## src/rtl/snake_head_stepper.sv

```systemverilog
`default_nettype none
// ============================================================================
// snake_head_stepper: snake head position stepper for a GRID_W x GRID_H
// playfield, with direction buffering, run control, wrap/wall edges and a
// move counter.
// Revision: 1.0
// ============================================================================
module snake_head_stepper #(
  parameter int          GRID_W    = 12,
  parameter int          GRID_H    = 9,
  parameter int          CW        = 4,
  parameter bit          WRAP      = 1'b1,
  parameter int          START_X   = 0,
  parameter int          START_Y   = 0,
  parameter logic [1:0]  START_DIR = 2'b00
) (
  input  logic          clk,
  input  logic          reset,
  input  logic          start,
  input  logic          tick,
  input  logic          dir_valid,
  input  logic [1:0]    dir_in,
  output logic [CW-1:0] xcord,
  output logic [CW-1:0] ycord,
  output logic [1:0]    cur_dir,
  output logic          running,
  output logic          moved,
  output logic          dir_rejected,
  output logic          wall_hit,
  output logic [15:0]   move_count
);

  typedef enum logic [1:0] {
    ST_IDLE = 2'd0,
    ST_RUN  = 2'd1,
    ST_DEAD = 2'd2
  } state_t;

  localparam logic [CW-1:0] C_X_MAX   = CW'(GRID_W - 1);
  localparam logic [CW-1:0] C_Y_MAX   = CW'(GRID_H - 1);
  localparam logic [CW-1:0] C_START_X = CW'(START_X);
  localparam logic [CW-1:0] C_START_Y = CW'(START_Y);

  state_t        state_q, state_d;
  logic [CW-1:0] x_q, x_d;
  logic [CW-1:0] y_q, y_d;
  logic [1:0]    cur_dir_q, cur_dir_d;
  logic [1:0]    pend_dir_q, pend_dir_d;
  logic          running_q, running_d;
  logic          moved_q, moved_d;
  logic          rejected_q, rejected_d;
  logic          wall_hit_q, wall_hit_d;
  logic [15:0]   count_q, count_d;

  logic          step;
  logic [1:0]    ref_dir;
  logic          reversal;
  logic          at_edge;
  logic [CW-1:0] x_next;
  logic [CW-1:0] y_next;

  // Next coordinate for the pending direction, including edge detection.
  always_comb begin
    x_next  = x_q;
    y_next  = y_q;
    at_edge = 1'b0;
    case (pend_dir_q)
      2'b00: begin
        at_edge = (y_q == C_Y_MAX);
        y_next  = at_edge ? '0 : y_q + 1'b1;
      end
      2'b01: begin
        at_edge = (y_q == '0);
        y_next  = at_edge ? C_Y_MAX : y_q - 1'b1;
      end
      2'b10: begin
        at_edge = (x_q == C_X_MAX);
        x_next  = at_edge ? '0 : x_q + 1'b1;
      end
      default: begin
        at_edge = (x_q == '0);
        x_next  = at_edge ? C_X_MAX : x_q - 1'b1;
      end
    endcase
  end

  // A step in flight executes pend_dir, so reversal is judged against it.
  always_comb begin
    step     = (state_q == ST_RUN) && tick;
    ref_dir  = step ? pend_dir_q : cur_dir_q;
    reversal = (dir_in[1] == ref_dir[1]) && (dir_in[0] != ref_dir[0]);
  end

  always_comb begin
    state_d    = state_q;
    x_d        = x_q;
    y_d        = y_q;
    cur_dir_d  = cur_dir_q;
    pend_dir_d = pend_dir_q;
    moved_d    = 1'b0;
    rejected_d = 1'b0;
    wall_hit_d = wall_hit_q;
    count_d    = count_q;

    if (dir_valid && (state_q != ST_DEAD)) begin
      if (reversal) begin
        rejected_d = 1'b1;
      end else begin
        pend_dir_d = dir_in;
      end
    end

    case (state_q)
      ST_IDLE: begin
        if (start) begin
          state_d = ST_RUN;
        end
      end
      ST_RUN: begin
        if (step) begin
          cur_dir_d = pend_dir_q;
          if (at_edge && !WRAP) begin
            state_d    = ST_DEAD;
            wall_hit_d = 1'b1;
          end else begin
            x_d     = x_next;
            y_d     = y_next;
            moved_d = 1'b1;
            if (count_q != 16'hFFFF) begin
              count_d = count_q + 16'd1;
            end
          end
        end
      end
      default: begin
        state_d = ST_DEAD;
      end
    endcase

    running_d = (state_d == ST_RUN);
  end

  always_ff @(posedge clk) begin
    if (reset) begin
      state_q    <= ST_IDLE;
      x_q        <= C_START_X;
      y_q        <= C_START_Y;
      cur_dir_q  <= START_DIR;
      pend_dir_q <= START_DIR;
      running_q  <= 1'b0;
      moved_q    <= 1'b0;
      rejected_q <= 1'b0;
      wall_hit_q <= 1'b0;
      count_q    <= 16'd0;
    end else begin
      state_q    <= state_d;
      x_q        <= x_d;
      y_q        <= y_d;
      cur_dir_q  <= cur_dir_d;
      pend_dir_q <= pend_dir_d;
      running_q  <= running_d;
      moved_q    <= moved_d;
      rejected_q <= rejected_d;
      wall_hit_q <= wall_hit_d;
      count_q    <= count_d;
    end
  end

  assign xcord        = x_q;
  assign ycord        = y_q;
  assign cur_dir      = cur_dir_q;
  assign running      = running_q;
  assign moved        = moved_q;
  assign dir_rejected = rejected_q;
  assign wall_hit     = wall_hit_q;
  assign move_count   = count_q;

endmodule
`default_nettype wire

```

## config.mk

```make
export PLATFORM = sky130hd
export DESIGN_NAME = snake_head_stepper
export DESIGN_NICKNAME = d
export VERILOG_FILES = /design/src/rtl/snake_head_stepper.sv
export SDC_FILE = /design/constraint.sdc
export NUM_CORES = 1
export LEC_CHECK = 0
export CAP_MARGIN = 25
export CORE_ASPECT_RATIO = 0.8
export CORE_MARGIN = 3
export CORE_UTILIZATION = 30
export CTS_BUF_LIST = sky130_fd_sc_hd__clkbuf_8
export DETAILED_ROUTE_END_ITERATION = 12
export HOLD_SLACK_MARGIN = 0.15
export SYNTH_ARGS = -nofsm -noshare
export SYNTH_HDL_FRONTEND = slang
export SYNTH_SLANG_ARGS = --single-unit
```

## constraint.sdc

```tcl
create_clock -name clk -period 1.7 [get_ports clk]
set_input_delay 0.17 -clock clk [delete_from_list [all_inputs] [get_ports clk]]
set_output_delay 0.17 -clock clk [all_outputs]
set_load 0.005 [all_outputs]
```

# [Yosys cells after proc, flatten, opt, wreduce, memory -nomap -nowiden]
# Index checks and enable logic that the tools add are counted.
[op_classes] reduce_logical=15 n_addsub=5 eq_ne=10 muxes=11 bitwise_logic=4
[ops] operator="$add 16x1->16 const B" count=1
[ops] operator="$mux 4" count=4
[ops] operator="$ne 16x16->1 const B" count=1
[ops] operator="$pmux 4 s2" count=2
[ops] operator="$reduce_and 3->1" count=3
[ops] operator="$add 4x1->4 const B" count=2
[ops] operator="$eq 4x4->1 const B" count=2
[ops] operator="$logic_not 4->1" count=2
[ops] operator="$sub 4x1->4 const B" count=2
[ops] operator="$eq 2x1->1 const B" count=3
[ops] operator="$reduce_or 2->1" count=3
[ops] operator="$logic_not 2->1" count=2
[ops] operator="$mux 2" count=2
[ops] operator="$not 1->1" count=4
[ops] operator="$pmux 2 s2" count=1
[ops] operator="$logic_and 1x1->1" count=3
[ops] operator="$eq 2x2->1 const B" count=1
[ops] operator="$mux 1" count=2
[ops] operator="$ne 2x2->1 const B" count=1
[ops] operator="$reduce_and 2->1" count=1
[ops] operator="$reduce_bool 2->1" count=1
[ops] operator="$eq 1x1->1" count=1
[ops] operator="$ne 1x1->1" count=1
[totals] input_bits=7 reg_bits=33 output_inout_bits=30 word_cells=54

# [Logic depth before layout (Yosys ltp)]
# Gate-level depths: netlist of the first run.
[depth] ltp_word=7 mapped_depth=7

# [Worst setup path before layout of the first run]
# OpenSTA, ideal clock, no wires.
[synth_timing] kind="reg-to-reg" startpoint="register y_q[0] (netlist: ycord[0])" endpoint="register y_q[3] (netlist: ycord[3])" arrival_time_ns=1.456 slack_ns=0.127 path_buffers=0 t_required_ns=1.583 setup_time_ns=0.117 synth_period_minus_slack_ns=1.573 path_stages_with_launch=8 cell_sequence="dfxtp_1 > inv_1 > ha_1 > o21ba_2 > o21bai_1 > a21oi_1 > nor3_1 > o22a_1"
[synth_via] elab_chain_cells=3 word_cells_on_any_way=7
[synth_lines] item="start: declaration" line="46" source="logic [CW-1:0] y_q, y_d;"
[synth_lines] item="start signal: assignment" line="158" source="y_q <= y_d;"
[synth_lines] item="$sub 4x1->4, or another cell as far along" line="74" source="y_next = at_edge ? C_Y_MAX : y_q - 1'b1;"
[synth_lines] item="$mux 4 (on tied branches)" line="74, 70"
[synth_lines] item="$pmux 4 s2 *" line="67" source="case (pend_dir_q)"
# Every way passes the cells marked *; elsewhere a longest branch is shown, timed or not.
# A chain may end at the register's enable or synchronous reset.

# [Worst setup path in the final report of the first run]
[layout_timing] startpoint="register count_q[5] (netlist: move_count[5])" endpoint="register count_q[1] (netlist: move_count[1])"
[layout_via] elab_chain_cells=2
[layout_lines] item="start: declaration" line="53" source="logic [15:0] count_q, count_d;"
[layout_lines] item="start signal: assignment" line="165" source="count_q <= count_d;"
[layout_lines] item="$ne 16x16->1" line="129" source="if (count_q != 16'hFFFF) begin"
[layout_lines] item="$reduce_and 3->1 (no source line)"
# Every way passes these cells.

==> reports/qor.csv, run 1 <==
stage,metric,value,unit
clock_tree,clk_pin_slew,0.07,ns
clock_tree,clockBufferDepth,2,
setup_path,worstPathArrival,1.74,ns
setup_path,cp.required,1.88,ns
synthesis,ys_ff_latch,33,
synthesis,synth_area_leaders,"dfxtp_1 (35%), nor2_1 (6.1%), a21oi_1 (4.5%)",
grt,track_usage,13.4,%
sta,hold_violations,0,
synthesis,syn_inst,232,
floorplan,dieArea,7310,sq um
synthesis,synthSimpleGateAreaFrac,29.0,%
setup_path,endpoint,move_count[1],
final_layout,final_common_cell,clkdlybuf4s50_1,
detailed_routing,drc,0,
run,max-cap-violations,0,
synthesis,synth-edff-count,0,
final_layout,layout_common_cells,"clkdlybuf4s50_1 (35), dfxtp_1 (32), nor2_1 (31), buf_4 (26), a21oi_1 (17)",
sta,tns,0,ns
grt,antenna_found_initial,0,
power,power_density,610,nW/um^2
grt,grt_max_degree,11,
synthesis,synth.cell_area,1900,sq um
synthesis,synth_top_family_by_area,simple AND/OR/NAND/NOR gates,
synthesis,synth_mux_area_share,1.06,%
placement,dp_hpwl,3.50,mm
power,vdd_ir_drop_max,0.345,mV
floorplan,row_count,25,
floorplan,fp.coreArea,6010,sq um
synthesis,synth_xor_area_share,7.39,%
sta,fin_crit_sh,92.2,%
clock_tree,clock_sinks,33,
floorplan,die-height,77.1,um
grt,grt_pass1_wl,7.90,mm
setup_path,worstReg2RegStart,move_count[5],
floorplan,dieWidth,94.9,um
grt,grt_pass1_vias,1661,
setup_path,reg2reg_slack,0.13,ns
placement,place.gp.congestion,0.859,
synthesis,synthArstFlopShare,0,%
final_layout,antenna_cells,0,
clock_tree,ctsHoldBuffers,0,
sta,rsz0062_at_grt,no,
synthesis,synthFlopType,dfxtp_1,
detailed_routing,dr.first_iter.drc_count,70,
setup_path,critPathLaunch,move_count[5],
sta,fmax,638,MHz
min_path,hold_path_class,register to register,
sta,relSlewSlack,59.1,%
clock_tree,tritoncts.num_buffers,5,
floorplan,pin_count,37,
synthesis,synth_compound_area_share,18.2,%
final_layout,layout-drive-gt1-share,15.0,%
setup_path,r2r_cells,6,
detailed_routing,drtAntennaViolNets,0,
detailed_routing,wl,4.65,mm
placement,dp_cells,360,
synthesis,synthesis.nets,244,
sta,worstMarginPinSlew,0.607,ns
sta,setup_viol,0,
synthesis,synth_cell_types,54,
sta,slew_violations,0,
detailed_routing,drt_first_pass_iters,4,
run_status,status,finished clean,
setup_path,timing.rr.end,move_count[1],
floorplan,initial_core_util,31.6,%
clock_tree,post_cts_buffers,0,
grt,overflow,0,
setup_path,end_kind,register,
synthesis,synthAdderAreaFrac,3.30,%
final_layout,syn_to_final_growth,34.9,%
placement,io_buffers,35,
sta,fin_crit,1.57,ns
setup_path,crit_path_start_kind,register,
synthesis,synth_seq_area_share,34.9,%
detailed_routing,vias_per_cell,4.92,
clock_tree,cts_tree,done,
sta,fin_skew,0.0114,ns
synthesis,yosysTopAreaCellShare,34.9,%
clock_tree,root_buffer,clkbuf_8,
synthesis,synth.avg_cell_area,8.17,sq um
clock_tree,htreeDepth,2,
synthesis,synth_largest_area_cell,dfxtp_1,
clock_tree,clk_latency,0.28,ns
setup_path,cp_max_fo,5,
detailed_routing,via_count,1812,
final_layout,instances_no_fill,368,
detailed_routing,wl_per_cell,12.6,um
power,p_leak,0.000981,uW
setup_path,critical_path_class,register to register,
final_layout,fin_nets,298,
synthesis,ys_warn_count,0,
==> worst min path at each step <==
stage / endpoint / depth (start not counted) / slack [ns] / from
final: ycord[1] / 2 / 0.49 / ycord[1]
after global routing: state_q[0] / 3 / 0.52 / start
after CTS: ycord[1] / 2 / 0.49 / ycord[1]
after detailed placement: ycord[1] / 2 / 0.48 / ycord[1]
after global placement: state_q[1] / 2 / 0.47 / state_q[1]
after floorplan: running / 2 / 0.34 / start
==> critical path, cell delays in order, from the launching register on <==
cell	delay (ns)
dfxtp_1	0.37
and4_2	0.31
nand2_1	0.17
o21ai_2	0.24
buf_4	0.16
mux2i_1	0.18
nor2_1	0.05
==> routing by layer <==
layer	share of wire, %	global-route usage (%)	wire length [um]	vias to the layer above
met5	0	0	0	-
met1	53	20.0	2450	833
met4	1.0	3.46	47	0
met3	3.7	2.94	173	4
met2	43	19.2	1980	38
li1	-	-	-	937
==> power by group <==
part | internal, uW | leakage (uW) | total (uW) | switching (uW)
clock network | 278 | 0.0000491 | 565 | 288
logic | 94.8 | 0.000664 | 187 | 92.1
registers | 789 | 0.000268 | 807 | 18.0
total | 1160 | 0.000981 | 1560 | 398
==> logic make-up after synthesis <==
| kind of cell | after synthesis |
|---|---|
| fa+ha+maj | 5 |
| buf+inv | 24 |
| mux | 2 |
| xor+xnor | 16 |
| simple gates | 99 |
| compound gates | 52 |
| other cells | 1 |
| flops | 33 |
==> flip-flops by register name (all words and copies together) (netlist names) <==
signal and count:
cur_dir 2, moved 1, state_q 2, pend_dir_q 2, xcord 4, move_count 16
running 1, dir_rejected 1, ycord 4
==> synth_stat cells, drive strengths merged, types with 4 or more instances <==
cell type	instances
dfxtp	33
nor2	31
a21oi	17
nand2	15
inv	10
o21ai	9
xor2	9
clkbuf	8
nor3	8
nand3	7
nand4	7
xnor2	7
buf	6
ha	5
nor3b	5
a211oi	4
nand2b	4
or3	4
==> final cells by class <==
| type | instances | area (sq um) |
|---|---|---|
| fillers | 634 | 3450 |
| multi-input cells | 175 | 1130 |
| flip-flops and latches | 33 | 662 |
| repair buffers | 61 | 546 |
| well taps | 81 | 101 |
| clock buffers | 5 | 68.8 |
| inverters | 10 | 37.5 |
| clock inverters | 3 | 13.8 |
==> per-stage QoR <==
stage	power, uW	util (%)	area (sq um)	worst slack (ns)	hold slack, ns
after floorplan	931	-	1900	0.127	0.345
after global placement	1010	41.1	2470	-0.0430	0.472
after detailed placement	1010	41.1	2470	-0.0918	0.477
after CTS	1580	42.4	2550	0.109	0.488
after global routing	1640	42.6	2560	0.0108	0.523
final	1560	42.6	2560	0.132	0.486
==> what timing repair did <==
item | 4_1_cts | 5_1_grt
gates resized for setup | 0 | 3
hold endpoints to repair | 0 | 0
endpoints found under the setup margin | 0 | 5
Power figures use the tool's default switching activity.
==> run 2, diff against run 1 <==
--- a/config.mk
+++ b/config.mk
@@ -5,7 +5,6 @@
 export SDC_FILE = /design/constraint.sdc
 export NUM_CORES = 1
 export LEC_CHECK = 0
-export CAP_MARGIN = 25
 export CORE_ASPECT_RATIO = 0.8
 export CORE_MARGIN = 3
 export CORE_UTILIZATION = 30
==> results of run 2 <==
Same layout as run 1: the final DEF is identical, and so are final timing and power.
